===== src/rtl/controle_vendas_param_pkg.sv =====
// Shared types and defaults for the vending-machine main controller.
package controle_vendas_param_pkg;

  localparam int unsigned StateW    = 3;
  localparam int unsigned DefCodeW  = 4;
  localparam int unsigned DefPriceW = 8;

  typedef enum logic [StateW-1:0] {
    Espera    = 3'b000,
    Consulta  = 3'b001,
    Pagamento = 3'b010,
    Dispensa  = 3'b011,
    Troco     = 3'b100
  } estado_e;

endpackage


===== src/rtl/controle_vendas_param_if.sv =====
// Keypad, product-table, coin-acceptor and dispenser signals of the controller.
interface controle_vendas_param_if
  import controle_vendas_param_pkg::*;
#(
  parameter int unsigned CODE_W  = DefCodeW,
  parameter int unsigned PRICE_W = DefPriceW
);

  logic                codigo_digitado;
  logic [CODE_W-1:0]   codigo;
  logic                consulta_req;
  logic [CODE_W-1:0]   consulta_cod;
  logic                consulta_ack;
  logic                existe_produto;
  logic [PRICE_W-1:0]  preco;
  logic                moeda_valida;
  logic [PRICE_W-1:0]  moeda_valor;
  logic                cancelar;
  logic                moeda_rejeitada;
  logic                dispensa_req;
  logic                dispensa_ack;
  logic                troco_valido;
  logic [PRICE_W-1:0]  troco;
  logic [PRICE_W-1:0]  credito;
  logic [StateW-1:0]   estados;

  // Controller side.
  modport master (
    input  codigo_digitado, codigo, consulta_ack, existe_produto, preco,
           moeda_valida, moeda_valor, cancelar, dispensa_ack,
    output consulta_req, consulta_cod, moeda_rejeitada, dispensa_req,
           troco_valido, troco, credito, estados
  );

  // Environment side: keypad, product table, coin acceptor, dispenser.
  modport slave (
    output codigo_digitado, codigo, consulta_ack, existe_produto, preco,
           moeda_valida, moeda_valor, cancelar, dispensa_ack,
    input  consulta_req, consulta_cod, moeda_rejeitada, dispensa_req,
           troco_valido, troco, credito, estados
  );

endinterface


===== src/rtl/controle_vendas_param_contador_timeout.sv =====
// Idle-cycle counter with clear, enable and a registered terminal-count flag.
module controle_vendas_param_contador_timeout #(
  parameter int unsigned TIMEOUT_CICLOS = 1000,
  parameter int unsigned CNT_W          = $clog2(TIMEOUT_CICLOS + 1)
) (
  input  logic clk,
  input  logic rst_n,
  input  logic clr,
  input  logic en,
  output logic fim
);

  localparam logic [CNT_W-1:0] Final = CNT_W'(TIMEOUT_CICLOS - 1);

  logic [CNT_W-1:0] cnt_q, cnt_d;

  always_comb begin
    cnt_d = cnt_q;
    if (clr) begin
      cnt_d = '0;
    end else if (en && (cnt_q != Final)) begin
      cnt_d = cnt_q + CNT_W'(1);
    end
  end

  always_ff @(posedge clk or negedge rst_n) begin
    if (!rst_n) begin
      cnt_q <= '0;
    end else begin
      cnt_q <= cnt_d;
    end
  end

  assign fim = (cnt_q == Final);

endmodule


===== src/rtl/controle_vendas_param.sv =====
// Vending-machine main controller: lookup, coin credit, dispense and change/refund.
module controle_vendas_param
  import controle_vendas_param_pkg::*;
#(
  parameter int unsigned CODE_W         = DefCodeW,
  parameter int unsigned PRICE_W        = DefPriceW,
  parameter int unsigned TIMEOUT_CICLOS = 1000,
  parameter int unsigned CNT_W          = $clog2(TIMEOUT_CICLOS + 1)
) (
  input logic                     clk,
  input logic                     rst_n,
  controle_vendas_param_if.master bus
);

  estado_e            estado_q, estado_d;
  logic [PRICE_W-1:0] credito_q, credito_d;
  logic [PRICE_W-1:0] preco_q, preco_d;
  logic [PRICE_W-1:0] troco_q, troco_d;
  logic [CODE_W-1:0]  cod_q, cod_d;
  logic               rej_q, rej_d;

  logic               em_pagamento;
  logic               pago;
  logic [PRICE_W:0]   soma_ext;
  logic [PRICE_W-1:0] credito_soma;
  logic               timer_fim;

  assign em_pagamento = (estado_q == Pagamento);
  // Sufficiency is judged on the registered credit, so a coin counts one cycle later.
  assign pago         = (credito_q >= preco_q);
  assign soma_ext     = {1'b0, credito_q} + {1'b0, bus.moeda_valor};
  assign credito_soma = soma_ext[PRICE_W] ? '1 : soma_ext[PRICE_W-1:0];

  // Counts idle cycles in PAGAMENTO; any coin or leaving the state restarts it.
  controle_vendas_param_contador_timeout #(
    .TIMEOUT_CICLOS (TIMEOUT_CICLOS),
    .CNT_W          (CNT_W)
  ) u_timeout (
    .clk   (clk),
    .rst_n (rst_n),
    .clr   (!em_pagamento || bus.moeda_valida),
    .en    (em_pagamento),
    .fim   (timer_fim)
  );

  always_ff @(posedge clk or negedge rst_n) begin
    if (!rst_n) begin
      estado_q  <= Espera;
      credito_q <= '0;
      preco_q   <= '0;
      troco_q   <= '0;
      cod_q     <= '0;
      rej_q     <= 1'b0;
    end else begin
      estado_q  <= estado_d;
      credito_q <= credito_d;
      preco_q   <= preco_d;
      troco_q   <= troco_d;
      cod_q     <= cod_d;
      rej_q     <= rej_d;
    end
  end

  always_comb begin
    estado_d = estado_q;
    case (estado_q)
      Espera: begin
        if (bus.codigo_digitado) estado_d = Consulta;
      end
      Consulta: begin
        if (bus.consulta_ack) estado_d = bus.existe_produto ? Pagamento : Espera;
      end
      Pagamento: begin
        if (pago) begin
          estado_d = Dispensa;
        end else if (bus.cancelar || timer_fim) begin
          estado_d = Troco;
        end
      end
      Dispensa: begin
        if (bus.dispensa_ack) estado_d = Troco;
      end
      Troco:   estado_d = Espera;
      default: estado_d = Espera;
    endcase
  end

  always_comb begin
    credito_d = credito_q;
    preco_d   = preco_q;
    troco_d   = troco_q;
    cod_d     = cod_q;
    rej_d     = bus.moeda_valida && !em_pagamento;
    case (estado_q)
      Espera: begin
        if (bus.codigo_digitado) cod_d = bus.codigo;
      end
      Consulta: begin
        if (bus.consulta_ack && bus.existe_produto) preco_d = bus.preco;
      end
      Pagamento: begin
        if (bus.moeda_valida) credito_d = credito_soma;
        // Refund includes a coin landing in the same cycle as cancel/timeout.
        if (!pago && (bus.cancelar || timer_fim)) troco_d = credito_d;
      end
      Dispensa: begin
        if (bus.dispensa_ack) troco_d = pago ? (credito_q - preco_q) : '0;
      end
      Troco:   credito_d = '0;
      default: credito_d = '0;
    endcase
  end

  always_comb begin
    bus.consulta_req    = (estado_q == Consulta);
    bus.dispensa_req    = (estado_q == Dispensa);
    bus.troco_valido    = (estado_q == Troco);
    bus.consulta_cod    = cod_q;
    bus.moeda_rejeitada = rej_q;
    bus.troco           = troco_q;
    bus.credito         = credito_q;
    bus.estados         = estado_q;
  end

endmodule


===== src/flat_wrapper.sv =====
// flat-port wrapper written by rule: the top's interface ports become plain ports
module controle_vendas_param_flat import controle_vendas_param_pkg::*;
#(
  parameter int unsigned CODE_W         = DefCodeW,
  parameter int unsigned PRICE_W        = DefPriceW,
  parameter int unsigned TIMEOUT_CICLOS = 1000,
  parameter int unsigned CNT_W          = $clog2(TIMEOUT_CICLOS + 1)
)
  (clk, rst_n, bus_codigo_digitado, bus_codigo, bus_consulta_ack, bus_existe_produto, bus_preco, bus_moeda_valida, bus_moeda_valor, bus_cancelar, bus_dispensa_ack, bus_consulta_req, bus_consulta_cod, bus_moeda_rejeitada, bus_dispensa_req, bus_troco_valido, bus_troco, bus_credito, bus_estados);
  controle_vendas_param_if #(.CODE_W(CODE_W), .PRICE_W(PRICE_W)) bus_i ();
  input logic clk;
  input logic rst_n;
  input wire logic [$bits(bus_i.codigo_digitado)-1:0] bus_codigo_digitado;
  input wire logic [$bits(bus_i.codigo)-1:0] bus_codigo;
  input wire logic [$bits(bus_i.consulta_ack)-1:0] bus_consulta_ack;
  input wire logic [$bits(bus_i.existe_produto)-1:0] bus_existe_produto;
  input wire logic [$bits(bus_i.preco)-1:0] bus_preco;
  input wire logic [$bits(bus_i.moeda_valida)-1:0] bus_moeda_valida;
  input wire logic [$bits(bus_i.moeda_valor)-1:0] bus_moeda_valor;
  input wire logic [$bits(bus_i.cancelar)-1:0] bus_cancelar;
  input wire logic [$bits(bus_i.dispensa_ack)-1:0] bus_dispensa_ack;
  output wire logic [$bits(bus_i.consulta_req)-1:0] bus_consulta_req;
  output wire logic [$bits(bus_i.consulta_cod)-1:0] bus_consulta_cod;
  output wire logic [$bits(bus_i.moeda_rejeitada)-1:0] bus_moeda_rejeitada;
  output wire logic [$bits(bus_i.dispensa_req)-1:0] bus_dispensa_req;
  output wire logic [$bits(bus_i.troco_valido)-1:0] bus_troco_valido;
  output wire logic [$bits(bus_i.troco)-1:0] bus_troco;
  output wire logic [$bits(bus_i.credito)-1:0] bus_credito;
  output wire logic [$bits(bus_i.estados)-1:0] bus_estados;
  assign bus_i.codigo_digitado = bus_codigo_digitado;
  assign bus_i.codigo = bus_codigo;
  assign bus_i.consulta_ack = bus_consulta_ack;
  assign bus_i.existe_produto = bus_existe_produto;
  assign bus_i.preco = bus_preco;
  assign bus_i.moeda_valida = bus_moeda_valida;
  assign bus_i.moeda_valor = bus_moeda_valor;
  assign bus_i.cancelar = bus_cancelar;
  assign bus_i.dispensa_ack = bus_dispensa_ack;
  assign bus_consulta_req = bus_i.consulta_req;
  assign bus_consulta_cod = bus_i.consulta_cod;
  assign bus_moeda_rejeitada = bus_i.moeda_rejeitada;
  assign bus_dispensa_req = bus_i.dispensa_req;
  assign bus_troco_valido = bus_i.troco_valido;
  assign bus_troco = bus_i.troco;
  assign bus_credito = bus_i.credito;
  assign bus_estados = bus_i.estados;
  controle_vendas_param #(.CODE_W(CODE_W), .PRICE_W(PRICE_W), .TIMEOUT_CICLOS(TIMEOUT_CICLOS), .CNT_W(CNT_W)) u_core (.clk(clk), .rst_n(rst_n), .bus(bus_i));
endmodule

===== config.mk =====
export PLATFORM = sky130hd
export DESIGN_NAME = controle_vendas_param_flat
export DESIGN_NICKNAME = d
export VERILOG_FILES = /design/src/rtl/controle_vendas_param_pkg.sv /design/src/rtl/controle_vendas_param_if.sv /design/src/rtl/controle_vendas_param_contador_timeout.sv /design/src/rtl/controle_vendas_param.sv /design/src/flat_wrapper.sv
export SDC_FILE = /design/constraint.sdc
export NUM_CORES = 1
export LEC_CHECK = 0
export CELL_PAD_IN_SITES_DETAIL_PLACEMENT = 1
export CELL_PAD_IN_SITES_GLOBAL_PLACEMENT = 2
export CORE_UTILIZATION = 31
export DETAILED_ROUTE_END_ITERATION = 8
export HOLD_SLACK_MARGIN = 0.06
export PLACE_DENSITY_LB_ADDON = 0.25
export REMOVE_ABC_BUFFERS = 1
export SLEW_MARGIN = 20
export SYNTH_ARGS = -nofsm -noshare
export SYNTH_HDL_FRONTEND = slang
export SYNTH_SLANG_ARGS = --single-unit
export TNS_END_PERCENT = 10

===== constraint.sdc =====
create_clock -name clk -period 2.64 [get_ports clk]
set_input_delay 0.528 -clock clk [delete_from_list [all_inputs] [get_ports clk]]
set_output_delay 0.528 -clock clk [all_outputs]
set_load 0.03 [all_outputs]

==> results.ini, run 1 <==
[clocking]
cts_tree=built
h-tree-depth=2
clock_path_buffers=2
cts_buffers=5
cts.clk_slew.worst_paths_ns=0.09
hold_buffers=0
root_buffer=clkbuf_8
postCtsSetupBuffers=0
clock_sinks=42
clock_latency_ns=0.30
cts_resized=0

[logic_synthesis]
ys_seq_area_share_pct=39.0
synth_top_area_share_pct=39.0
syn_area_mm2=0.00270
synth-seq-cells=42
syn_inst=292
synth.area.top_cells=dfrtp_1 39%, ha_1 7.9%, o21ai_0 3.9%
synth_common_cells=42 x dfrtp_1, 26 x nand2_1, 25 x nor2_1, 21 x o21ai_0
yosys_warnings=0
synth-edff-count=0
yosys_most_used_dff=dfrtp_1
synth.most_common_cell=dfrtp_1
synth_largest_area_cell=dfrtp_1
async_flop_share_pct=100
yosysUniqueCellTypes=50
syn_avg_cell_area_um2=9.24

[power]
comb_power_share_pct=67.2
peakVddDrop_mv=0.614
p_leak_nw=1.58
p_per_area_mw_per_mm2=1290
swShare_pct=46.7
p_sw_w=0.00217
p_int_w=0.00248
pwr-share-seq_pct=22.9
p_clk_share_pct=9.9

[timing]
fin_crit_sh_pct=97.1
holdWs_ns=0.224
timing.final.ws_setup_ns=0.0778
skew_ns=0.0124
finalSetupViolCount=0
drv_slew=0
relSlewSlack_pct=60.7
max_clock_freq_ghz=0.390
worst_slew_pin_slew_ns=0.589
grt_setup_unrepaired=yes
fin_crit_ns=2.56
finalHoldViolations=0

[routing]
met2_length_mm=3.76
via_count=2472
ant_nets=0
highest-signal-layer=met4
routedWlPerCell_um=16.8
vias_per_cell=5.24
drt_first_pass_iters=4
drt-met1-wl_mm=3.80
drt_wl_total_mm=7.94
dr.first_iter.drc_count=50
drc_errors=0
wl_met3_um=263

[placed_design]
port_buffers=54
hpwl_mm=6.12
place_congestion=0.823
pre_cts_slack_ns=-0.249

[setup_path]
cp_slowest_stage_delay_ns=0.40
cp_cell_sequence=clkdlybuf4s50_1, ha_1, fa_1, a21o_1, nand4_1, a21oi_1, buf_4, nor3_1, o22ai_1, mux2_4
crit_path_start=bus_moeda_valor[0]
critPathRequiredTime_ns=2.84
critPathTopFamily=adder cells
crit_fanout=5
crit-reg2reg-launch=u_core.bus.credito[0]$_DFFE_PN0N_
end_kind=flop
startpoint_type=input pin
cp_num_buf_inv=2
worstRegToRegCells=9
ff2ff_setup_slack_ns=0.15
reg2reg_to=u_core.bus.troco[4]$_DFFE_PN0P_
critPathSlowestCell=clkdlybuf4s50_1
criticalPathCategory=in -> reg
cp_data_arrival_time_ns=2.76

[global_routing]
antenna_found_initial=0
grt_pass1_vias=2524
grt_max_degree=23
track_usage_pct=18.8
grt_overflow=0
grt_pass1_wl_mm=12.8

[floorplanning]
core_area_mm2=0.00830
die-area_mm2=0.00908
dieHeight_um=95.3
start_util_pct=32.5
io_pins=55
num_rows=33
die_w_um=95.3

[finish]
synthToLayoutAreaGrowth_pct=33.6
nNetsFinal=413
drive_gt1_share_pct=14.4
n_antenna_cell=0

[status]
status=complete, no violations

[min_path]
hold_path.class=in -> async

[run]
max-cap-violations=0

-- stage by stage --
| step | power (W) | utilization (%) | cell area, um2 | TNS (ns) | cells |
|---|---|---|---|---|---|
| global placement | 0.00410 | 42.0 | 3480 | -1.33 | 464 |
| CTS | 0.00463 | 43.1 | 3580 | 0 | 472 |
| global route | 0.00501 | 43.4 | 3600 | -0.0304 | 472 |
| detailed placement | 0.00416 | 42.0 | 3480 | -2.11 | 464 |
| floorplan | 0.00301 | - | 2640 | 0 | 281 |
| finish | 0.00464 | 43.4 | 3600 | 0 | 472 |
-- worst reg2reg max path, stage by stage, from the launching register on --
cell and delay [ns]:
dfrtp_1 0.41, inv_1 0.07, ha_1 0.19, fa_2 0.23, nor2b_1 0.06, o21ai_2 0.22
a31oi_4 0.15, o41ai_4 0.42, and2_4 0.30, mux2_4 0.31
-- how the worst max path moves through the flow --
stage	endpoint	cells past startpoint
after floorplan	u_core.preco_q[0]$_DFFE_PN0P_	3
after global placement	u_core.bus.troco[7]$_DFFE_PN0P_	9
after detailed placement	u_core.bus.troco[2]$_DFFE_PN0P_	10
after CTS	bus_dispensa_req	4
after global routing	u_core.bus.troco[2]$_DFFE_PN0P_	10
final	u_core.bus.troco[2]$_DFFE_PN0P_	10
-- cell type report --
type	count	area [um2]
tap	105	131
clock inverter	1	5.00
sequential	42	1050
fill	978	4690
timing repair buffer	78	718
inverter	12	45.0
clock buffer	7	86.3
multi-input combinational	227	1570
-- cells in the final DEF, fill, tap and decap left out, drive strengths merged, types with 4 or more instances in the layout --
cell           Yosys  layout
a21o               9       9
a21oi             18      18
a31oi              5       5
and3               4       4
buf                3      25
clkbuf             8       7
clkdlybuf4s50      0      52
dfrtp             42      42
ha                17      17
inv               12      12
mux2              10      10
nand2             26      26
nand2b             5       5
nand3              6       6
nand4              4       4
nor2              25      25
nor2b              4       4
nor3              18      18
o21ai             24      24
o22ai              5       5
or3                4       4
xnor2              7       7
xor2               7       7
-- routing by layer --
metal / up-vias / GRT usage [%]
met1: 1220 / 26.1
met5: - / 0
met2: 47 / 30.3
met3: 9 / 2.31
met4: 0 / 5.81
li1: 1196 / -
-- logic make-up (layout without fill, tap and decap cells) --
group,Yosys count,in the layout,synth area share [%]
DFF,42,42,39.0
muxes,11,11,5.24
xor gates and xnor gates,14,14,4.55
adders and majority gates,19,19,9.37
buffers and inverters,23,98,3.90
AOI/OAI and AO/OA,76,76,18.4
and+or+nand+nor,107,107,19.6
-- power by group through the flow --
stage	clock [W]	combinational, W	sequential (W)
5_1_grt	0.000492	0.00342	0.00110
2_1_floorplan	0	0.00158	0.00143
3_3_place_gp	0	0.00303	0.00107
3_5_place_dp	0	0.00309	0.00107
4_1_cts	0.000463	0.00310	0.00107
6_report	0.000457	0.00312	0.00106
-- state kept, by name, indices dropped and copies added, names as in the netlist --
name	flops
u_core.bus.consulta_cod	4
u_core.bus.moeda_rejeitada	1
u_core.bus.estados	3
u_core.preco_q	8
u_core.bus.troco	8
u_core.bus.credito	8
u_core.u_timeout.cnt_q	10
No activity file was read; power rests on OpenSTA's default activity.
==> run 2, diff against run 1 <==
--- a/config.mk
+++ b/config.mk
@@ -8,10 +8,12 @@
 export CELL_PAD_IN_SITES_DETAIL_PLACEMENT = 1
 export CELL_PAD_IN_SITES_GLOBAL_PLACEMENT = 2
 export CORE_UTILIZATION = 31
+export CTS_CLUSTER_SIZE = 25
 export DETAILED_ROUTE_END_ITERATION = 8
 export HOLD_SLACK_MARGIN = 0.06
 export PLACE_DENSITY_LB_ADDON = 0.25
 export REMOVE_ABC_BUFFERS = 1
+export SETUP_SLACK_MARGIN = 0.2
 export SLEW_MARGIN = 20
 export SYNTH_ARGS = -nofsm -noshare
 export SYNTH_HDL_FRONTEND = slang
==> constraint.sdc (replaced) <==
create_clock -name clk -period 2.8 [get_ports clk]
set_input_delay 0.56 -clock clk [delete_from_list [all_inputs] [get_ports clk]]
set_output_delay 0.56 -clock clk [all_outputs]
set_load 0.03 [all_outputs]
==> run 2 against run 1 <==
Net effect:
- first-iteration DRC count rose by 26%
- core utilization fell by 0.18 points
- cell count fell by 0.42%
- largest cell class unchanged
- non-clock buffer count fell by 2
- sequential share of layout area rose by 0.12 points
- critical path depth did not move
- hold slack improved by 0.019 ns
- register-to-register slack improved by 0.15 ns
- critical endpoint is now u_core.bus.troco[3]$_DFFE_PN0P_
- routed wire length fell by 4.6%
- critical path type unchanged
- combinational power fell by 8.7%
==> results.ini, run 2 (synthesis results as in run 1) <==
[status]
status=complete, no violations

[global_routing]
grt_pass1_wl_mm=12.4  ; -3.0%
grt_max_degree=24  ; +4.3%
grt_overflow=0  ; unchanged
grt_pass1_vias=2481  ; -1.7%
antenna_found_initial=0  ; unchanged
track_usage_pct=18.1  ; -0.65 points

[routing]
ant_nets=0  ; unchanged
drt_first_pass_iters=4  ; unchanged
drc_errors=0  ; unchanged
vias_per_cell=5.14  ; -1.9%
routedWlPerCell_um=16.1  ; -4.2%
via_count=2415  ; -2.3%
dr.first_iter.drc_count=63  ; +26%
drt_wl_total_mm=7.58  ; -4.6%

[timing]
skew_ns=0.00713  ; -0.00527 ns
worst_slew_pin_slew_ns=0.587  ; -0.00151 ns
fin_crit_sh_pct=90.9
relSlewSlack_pct=60.8  ; +0.10 points
grt_setup_unrepaired=yes
finalSetupViolCount=0  ; unchanged
finalHoldViolations=0  ; unchanged
drv_slew=0  ; unchanged
max_clock_freq_ghz=0.393
fin_crit_ns=2.54

[power]
peakVddDrop_mv=0.657  ; +7.0%
p_per_area_mw_per_mm2=1210  ; -6.0%
p_leak_nw=1.57  ; -0.86%
power.total_w=0.00435  ; -6.4%

[setup_path]
criticalPathCategory=in -> reg
cp_cell_sequence=clkdlybuf4s50_1, ha_1, fa_1, a21o_1, nand4_1, a21oi_1, buf_4, nor3_1, o22ai_1, mux2_4
startpoint_type=input pin
cp_num_buf_inv=2  ; unchanged
end_kind=flop
critPathRequiredTime_ns=2.99  ; +0.15 ns
cp_slowest_stage_delay_ns=0.42  ; +0.02 ns
critPathTopFamily=adder cells
critPathSlowestCell=fa_1
crit_fanout=5  ; unchanged
cp_data_arrival_time_ns=2.74  ; -0.02 ns

[finish]
final_common_cell=clkdlybuf4s50_1
nFillCells=978  ; unchanged
nNetsFinal=411  ; -0.48%
final_cell_mix=53 x clkdlybuf4s50_1, 42 x dfrtp_1, 26 x nand2_1
top_register=u_core.u_timeout.cnt_q
synthToLayoutAreaGrowth_pct=33.1
drive_gt1_share_pct=13.4  ; -1.0 points
n_antenna_cell=0  ; unchanged
register_area_mm2=0.00105  ; unchanged
largest_reg_flops=10  ; unchanged
fin_cells=470  ; -0.42%
multi_input_area_mm2=0.00155  ; -1.2%

[placed_design]
place_congestion=0.828  ; +0.58%
hpwl_mm=5.99  ; -2.2%
placed_cells=462  ; -0.43%
port_buffers=54  ; unchanged

[floorplanning]
die_w_um=95.3  ; unchanged
dieHeight_um=95.3  ; unchanged
num_rows=33  ; unchanged
core_area_mm2=0.00830  ; unchanged
start_util_pct=32.5  ; unchanged
die-area_mm2=0.00908  ; unchanged
io_pins=55  ; unchanged

[clocking]
root_buffer=clkbuf_8
hold_buffers=0  ; unchanged
h-tree-depth=2  ; unchanged
cts.clk_slew.worst_paths_ns=0.09  ; about the same
cts_resized=0  ; unchanged
cts_tree=built
cts_buffers=5  ; unchanged
clock_path_buffers=2  ; unchanged
postCtsSetupBuffers=0  ; unchanged
clock_latency_ns=0.31  ; about the same
clock_sinks=42  ; unchanged

[min_path]
hold_path.class=in -> async

[run]
max-cap-violations=0  ; unchanged

[run 2: cell type report]
cell class / count / share of cell area [%]
clock inverters: 3 / 1.22
well taps: 105 / 3.66
repair buffers: 76 / 19.5
clock buffers: 5 / 1.92
inverters: 12 / 1.25
flip-flops and latches: 42 / 29.3
multi-input cells: 227 / 43.2
[run 2: final timing paths]
check,slack [ns],end,from,cells after the start
worst max-delay path,0.26,u_core.bus.troco[3]$_DFFE_PN0P_,bus_moeda_valor[0],10
worst min-delay path,0.24,u_core.u_timeout.cnt_q[3]$_DFFE_PN0P_,rst_n,1
worst max register to register,0.30,u_core.bus.troco[1]$_DFFE_PN0P_,u_core.bus.credito[5]$_DFFE_PN0N_,7
worst min register to register,0.51,u_core.bus.consulta_cod[2]$_DFFE_PN0P_,u_core.bus.consulta_cod[2]$_DFFE_PN0P_,1
max in group asynchronous,1.84,u_core.bus.troco[4]$_DFFE_PN0P_,rst_n,2
min in group clk,0.51,u_core.bus.consulta_cod[2]$_DFFE_PN0P_,u_core.bus.consulta_cod[2]$_DFFE_PN0P_,1
[run 2: per-layer routing]
| metal | part of all wire [%] | global-route usage, % | wire, um |
|---|---|---|---|
| met5 | 0 | 0 | 0 |
| met4 | 0.99 | 5.81 | 75 |
| met3 | 3.7 | 2.63 | 280 |
| met2 | 47 | 30.8 | 3540 |
| met1 | 49 | 23.6 | 3680 |
[run 2: where the power goes]
group / total, W / internal [W] / switching, W
Clock: 0.000501 / 0.000268 / 0.000234
Sequential: 0.000990 / 0.000835 / 0.000155
Combinational: 0.00285 / 0.00127 / 0.00159
[run 2: stage by stage]
| step | instance area [um2] | hold WS (ns) | utilization, % | setup WS, ns | TNS (ns) |
|---|---|---|---|---|---|
| final | 3590 | 0.243 | 43.3 | 0.256 | 0 |
| after global routing | 3590 | 0.267 | 43.3 | 0.147 | 0 |
| after CTS | 3580 | 0.257 | 43.2 | 0.225 | 0 |
| after detailed placement | 3470 | 0.498 | 41.8 | -0.0411 | -0.163 |
| after global placement | 3470 | 0.488 | 41.8 | -0.0105 | -0.0109 |
| after floorplan | 2640 | 0.264 | - | 0.272 | 0 |
